--- config.mk ---
export PLATFORM = sky130hd
export DESIGN_NAME = mem_bus_arbiter
export DESIGN_NICKNAME = d
export VERILOG_FILES = /design/src/rtl/mem_bus_pkg.sv /design/src/rtl/mem_bus_arbiter_rr_pick.sv /design/src/rtl/mem_bus_arbiter.sv
export SDC_FILE = /design/constraint.sdc
export NUM_CORES = 1
export LEC_CHECK = 0
export ABC_AREA = 1
export BUFFER_PORTS_ARGS = -buffer_cell sky130_fd_sc_hd__buf_2
export CORE_AREA = 8 8 104 106
export DETAILED_ROUTE_END_ITERATION = 10
export DIE_AREA = 0 0 112 114
export PLACE_DENSITY = 0.59
export SLEW_MARGIN = 20
export SYNTH_ARGS = -nofsm -noshare
export SYNTH_HDL_FRONTEND = slang
export SYNTH_SLANG_ARGS = --single-unit
--- constraint.sdc ---
create_clock -name clk -period 1.9 [get_ports clk]
set_input_delay 0.285 -clock clk [delete_from_list [all_inputs] [get_ports clk]]
set_output_delay 0.285 -clock clk [all_outputs]
set_load 0.05 [all_outputs]
--- src/rtl/mem_bus_pkg.sv ---
// Shared types and constants for the memory bus arbiter.
package mem_bus_pkg;

  typedef enum logic {
    IDLE = 1'b0,
    BUSY = 1'b1
  } arb_state_e;

  localparam int unsigned PRIO_FIXED = 0;
  localparam int unsigned PRIO_RR    = 1;
  localparam int unsigned TCNT_W     = 16;

  // Wide enough for any practical DATA_W; users truncate to their width.
  localparam int unsigned ERR_RDATA_MAX_W = 1024;
  localparam logic [ERR_RDATA_MAX_W-1:0] ERR_RDATA = '1;

endpackage

--- src/rtl/mem_bus_arbiter_rr_pick.sv ---
// Rotating find-first: lowest set bit of req searching upward from start, wrapping.
module rr_pick #(
  parameter int unsigned N     = 2,
  parameter int unsigned IDX_W = 1
) (
  input  logic [N-1:0]     req,
  input  logic [IDX_W-1:0] start,
  output logic [IDX_W-1:0] idx,
  output logic             any
);

  logic [N-1:0] rot;

  always_comb begin
    rot = N'({req, req} >> start);
    idx = '0;
    any = |req;
    // Descending scan so the smallest offset from start wins.
    for (int j = N - 1; j >= 0; j--) begin
      if (rot[j]) begin
        idx = IDX_W'((int'(start) + j) % int'(N));
      end
    end
  end

endmodule

--- src/rtl/mem_bus_arbiter.sv ---
// N-port valid/ready arbiter onto a single memory bus; fixed or round-robin
// grant, grant held until completion, optional hung-slave timeout.
module mem_bus_arbiter
  import mem_bus_pkg::*;
#(
  parameter int unsigned NUM_PORTS      = 2,
  parameter int unsigned ADDR_W         = 32,
  parameter int unsigned DATA_W         = 32,
  parameter int unsigned PRIO_MODE      = 0,
  parameter int unsigned TIMEOUT_CYCLES = 0
) (
  input  logic                            clk,
  input  logic                            resetn,
  input  logic [NUM_PORTS-1:0]            req_valid,
  input  logic [NUM_PORTS-1:0]            req_instr,
  input  logic [NUM_PORTS*ADDR_W-1:0]     req_addr,
  input  logic [NUM_PORTS*DATA_W-1:0]     req_wdata,
  input  logic [NUM_PORTS*DATA_W/8-1:0]   req_wstrb,
  output logic [NUM_PORTS-1:0]            req_ready,
  output logic [NUM_PORTS-1:0]            req_error,
  output logic [DATA_W-1:0]               req_rdata,
  output logic                            mem_valid,
  output logic                            mem_instr,
  output logic [ADDR_W-1:0]               mem_addr,
  output logic [DATA_W-1:0]               mem_wdata,
  output logic [DATA_W/8-1:0]             mem_wstrb,
  input  logic                            mem_ready,
  input  logic [DATA_W-1:0]               mem_rdata,
  output logic [$clog2(NUM_PORTS)-1:0]    grant_id,
  output logic                            busy
);

  localparam int unsigned IDX_W  = $clog2(NUM_PORTS);
  localparam int unsigned STRB_W = DATA_W / 8;

  arb_state_e        state;
  logic [IDX_W-1:0]  owner;
  logic [IDX_W-1:0]  rr_last;
  logic [TCNT_W-1:0] tcnt;

  logic [IDX_W-1:0]  rr_start;
  logic [IDX_W-1:0]  pick_start;
  logic [IDX_W-1:0]  win;
  logic              any_req;
  logic              timeout_hit;

  logic [IDX_W-1:0]  sel;
  logic              drive;
  logic              done;
  logic              err_done;

  always_comb begin
    rr_start    = (rr_last == IDX_W'(NUM_PORTS - 1)) ? '0 : rr_last + IDX_W'(1);
    pick_start  = (PRIO_MODE == PRIO_RR) ? rr_start : '0;
    timeout_hit = (TIMEOUT_CYCLES != 0) && (tcnt == TCNT_W'(TIMEOUT_CYCLES));
  end

  rr_pick #(
    .N     (NUM_PORTS),
    .IDX_W (IDX_W)
  ) u_pick (
    .req   (req_valid),
    .start (pick_start),
    .idx   (win),
    .any   (any_req)
  );

  // Bus mux, completion and response; everything forced quiet while in reset.
  always_comb begin
    sel       = win;
    drive     = 1'b0;
    done      = 1'b0;
    err_done  = 1'b0;
    req_ready = '0;
    req_error = '0;
    req_rdata = mem_rdata;
    mem_valid = 1'b0;
    mem_instr = 1'b0;
    mem_addr  = '0;
    mem_wdata = '0;
    mem_wstrb = '0;
    grant_id  = '0;
    busy      = 1'b0;

    if (resetn) begin
      if (state == BUSY) begin
        sel      = owner;
        busy     = 1'b1;
        grant_id = owner;
        if (mem_ready) begin
          drive = 1'b1;
          done  = 1'b1;
        end else if (timeout_hit) begin
          err_done = 1'b1;
          done     = 1'b1;
        end else begin
          drive = 1'b1;
        end
      end else if (any_req) begin
        sel      = win;
        grant_id = win;
        drive    = 1'b1;
        done     = mem_ready;
      end

      for (int i = 0; i < NUM_PORTS; i++) begin
        if (sel == IDX_W'(i)) begin
          if (drive) begin
            mem_instr = req_instr[i];
            mem_addr  = req_addr[i*ADDR_W +: ADDR_W];
            mem_wdata = req_wdata[i*DATA_W +: DATA_W];
            mem_wstrb = req_wstrb[i*STRB_W +: STRB_W];
          end
          req_ready[i] = done;
          req_error[i] = err_done;
        end
      end

      mem_valid = drive;
      if (err_done) begin
        req_rdata = DATA_W'(ERR_RDATA);
      end
    end
  end

  always_ff @(posedge clk) begin
    if (!resetn) begin
      state   <= IDLE;
      owner   <= '0;
      tcnt    <= '0;
      rr_last <= IDX_W'(NUM_PORTS - 1);
    end else begin
      if (done) begin
        rr_last <= sel;
      end
      case (state)
        IDLE: begin
          if (any_req && !mem_ready) begin
            state <= BUSY;
            owner <= win;
            tcnt  <= TCNT_W'(1);
          end
        end
        BUSY: begin
          if (done) begin
            state <= IDLE;
            tcnt  <= '0;
          end else if (tcnt != '1) begin
            tcnt <= tcnt + TCNT_W'(1);
          end
        end
        default: state <= IDLE;
      endcase
    end
  end

endmodule

==> reports/results.ini <==
[run_status]
status = completed

[floorplanning]
start_util = 0.220
die_h_um = 114
rows = 35
die_w_um = 112
dieArea_sq_um = 12800
pin_count = 283
coreArea_sq_um = 9110

[worst_setup_path]
cpPeakStageDelay_ps = 340
crit_arrival_ps = 1520
crit_slowest_cell = dfxtp_1
path_cells = inv_2 > nand2_1 > nand2_4 > clkbuf_16 > nor2_1 > nor2_1 > clkbuf_4
worstSetupPathType = reg -> out
path_delay_family = buffers and inverters
startpoint_type = flop
crit_top_cell = nor2_1
end_kind = output port
critPathMaxFanout = 21
crit_buf_inv = 3
cp.required_ps = 1620

[detailed_routing]
ant_nets = 0
dr.first_iter.drc_count = 163
routed_wl_um = 9260
drc = 0
vias_per_cell = 4.16
post_drt_wl_per_cell_um = 12.9
drt-pass1-iter-count = 4
via_count = 2980

[worst_hold_path]
hold_class = in -> reg

[global_routing]
grt_first_pass_wirelength_um = 13800
grt_use_met1 = 0.129
grt_usage = 0.129
grt_busiest_layer = met2
grtUsageMet3 = 0.0539
grt_max_degree = 45
grt_pass1_vias = 2863
use_met2 = 0.242
grt_overflow = 0
antenna_found_initial = 1

[finish]
multi_input_area_sq_um = 1260
fin_nets = 782
fill_cells = 1093
drive_gt1_frac = 0.397
regArea_sq_um = 40.0
area_growth_pct = 53.8
antennaDiodeCount = 0

[power_and_ir_drop]
p_leak_nw = 2.20
powerDensity_nw_per_um2 = 468
ir_worst_vdd_v = 0.000191

[timing]
min_period_ps = 1810
finClkSkew_ps = 0.116
tns_ps = 0
setup_viol = 0
fmax_mhz = 553
finalMaxSlewViolations = 0
hold-worst-slack_ps = 244
rsz0062_at_grt = no
setup_ws_ps = 90.8
fin_crit_sh = 0.952
hold_viol = 0

[yosys]
synthFlopType = dfxtp_1
syn_area_per_cell_sq_um = 4.60
yosysTopAreaCell = nor2_1
synth_edf_count = 0
synth_top_area_frac = 0.260
yosys-top-cells-count = 139 x nor2_1, 78 x nand2_1, 75 x inv_1
synth.most_common_cell = nor2_1
syn_inst = 436
synth.distinct_cells = 18
synth_seq_cells = 2
yosysSeqAreaShare = 0.0200
synthTopCellsByArea = nor2_1 26%, nand3_1 18%, nand2_1 15%, inv_1 14%, buf_4 13%
yosysWarnings = 0
synthesis.area_sq_um = 2000
async_reset_ff_frac = 0

[clock_tree]
cts_root_buffer = clkbuf_8
clk_latency_ps = 210
cts_tree = built
cts_sinks = 2
clk_pin_slew_ps = 30
clock_path_buffers = 2
cts_max_level = 1
numCtsBuffers = 3

[placement]
io_buffers = 216
dpl.hpwl_um = 7460
place_ws_ps = 181
gp_congestion = 0.777

[flow_run]
max_cap_violations = 0

## cell usage in the layout (no fill, tap or decap)
cell type  count
nand3_1       71
buf_6          4
nand3_2        1
conb_1         2
dfxtp_1        2
clkbuf_16      1
inv_1         74
a21oi_1        1
nor2_1       139
buf_2        185
nand2_1       76
buf_4          5
buf_12         4
nand2_4        1
clkbuf_4      28
clkbuf_8       3
nor2_2         2
o21ai_4        1
inv_2          1
nand2_2        2
nor3_2         2
## power by group
part | switching, W | internal, W
Combinational | 0.000848 | 0.000381
Sequential | 0.00000241 | 0.0000449
Clock | 0.0000339 | 0.000134
Total | 0.000884 | 0.000560
## path summary, 6_finish.rpt
kind                       from                 end  slack [ps]  depth (start not counted)
max            state$_SDFF_PN0_        mem_addr[13]          90                          7
min                   mem_ready    state$_SDFF_PN0_         240                          2
max reg2reg    state$_SDFF_PN0_    state$_SDFF_PN0_        1090                          4
min reg2reg  owner$_SDFFE_PN0P_  owner$_SDFFE_PN0P_         480                          2
## layer usage
| layer | vias to the layer above | wire [um] | part of all wire |
|---|---|---|---|
| li1 | 1583 | - | - |
| met1 | 1231 | 3470 | 0.38 |
| met2 | 144 | 4720 | 0.51 |
| met3 | 20 | 932 | 0.10 |
| met4 | 2 | 111 | 0.012 |
| met5 | - | 12 | 0.0013 |
## flip-flops by register name (all words and copies together) (netlist names)
signal and flops:
owner 1, state 1
## final cells by class
type                    instances  area share
well taps                     111      0.0450
multi-input cells             298       0.408
repair buffers                227       0.429
flip-flops and latches          2      0.0130
inverters                      75      0.0913
clock buffers                   3      0.0134
## cell families (layout without fill, tap and decap cells)
kind of cell / Yosys count / after routing / synth area share
AO/OA/AOI/OAI: 2 / 2 / 0.0106
flip-flops: 2 / 2 / 0.0200
other: 1 / 2 / 0.00187
AND/OR/NAND/NOR: 294 / 294 / 0.603
buffers and inverters: 137 / 305 / 0.365
## metrics by stage
step | instances | utilization | instance area [sq um] | total power [W]
floorplan | 437 | - | 2020 | 0.00108
global placement | 712 | 0.320 | 2920 | 0.00123
detailed placement | 712 | 0.320 | 2920 | 0.00123
CTS | 715 | 0.325 | 2960 | 0.00141
global route | 716 | 0.338 | 3080 | 0.00155
finish | 716 | 0.338 | 3080 | 0.00144
## repair_timing
action	4_1_cts	5_1_grt
buffers inserted	0	0
hold buffers	0	0
resized for setup	0	41
setup endpoints to repair	0	62
No activity file was read; power rests on OpenSTA's default activity.
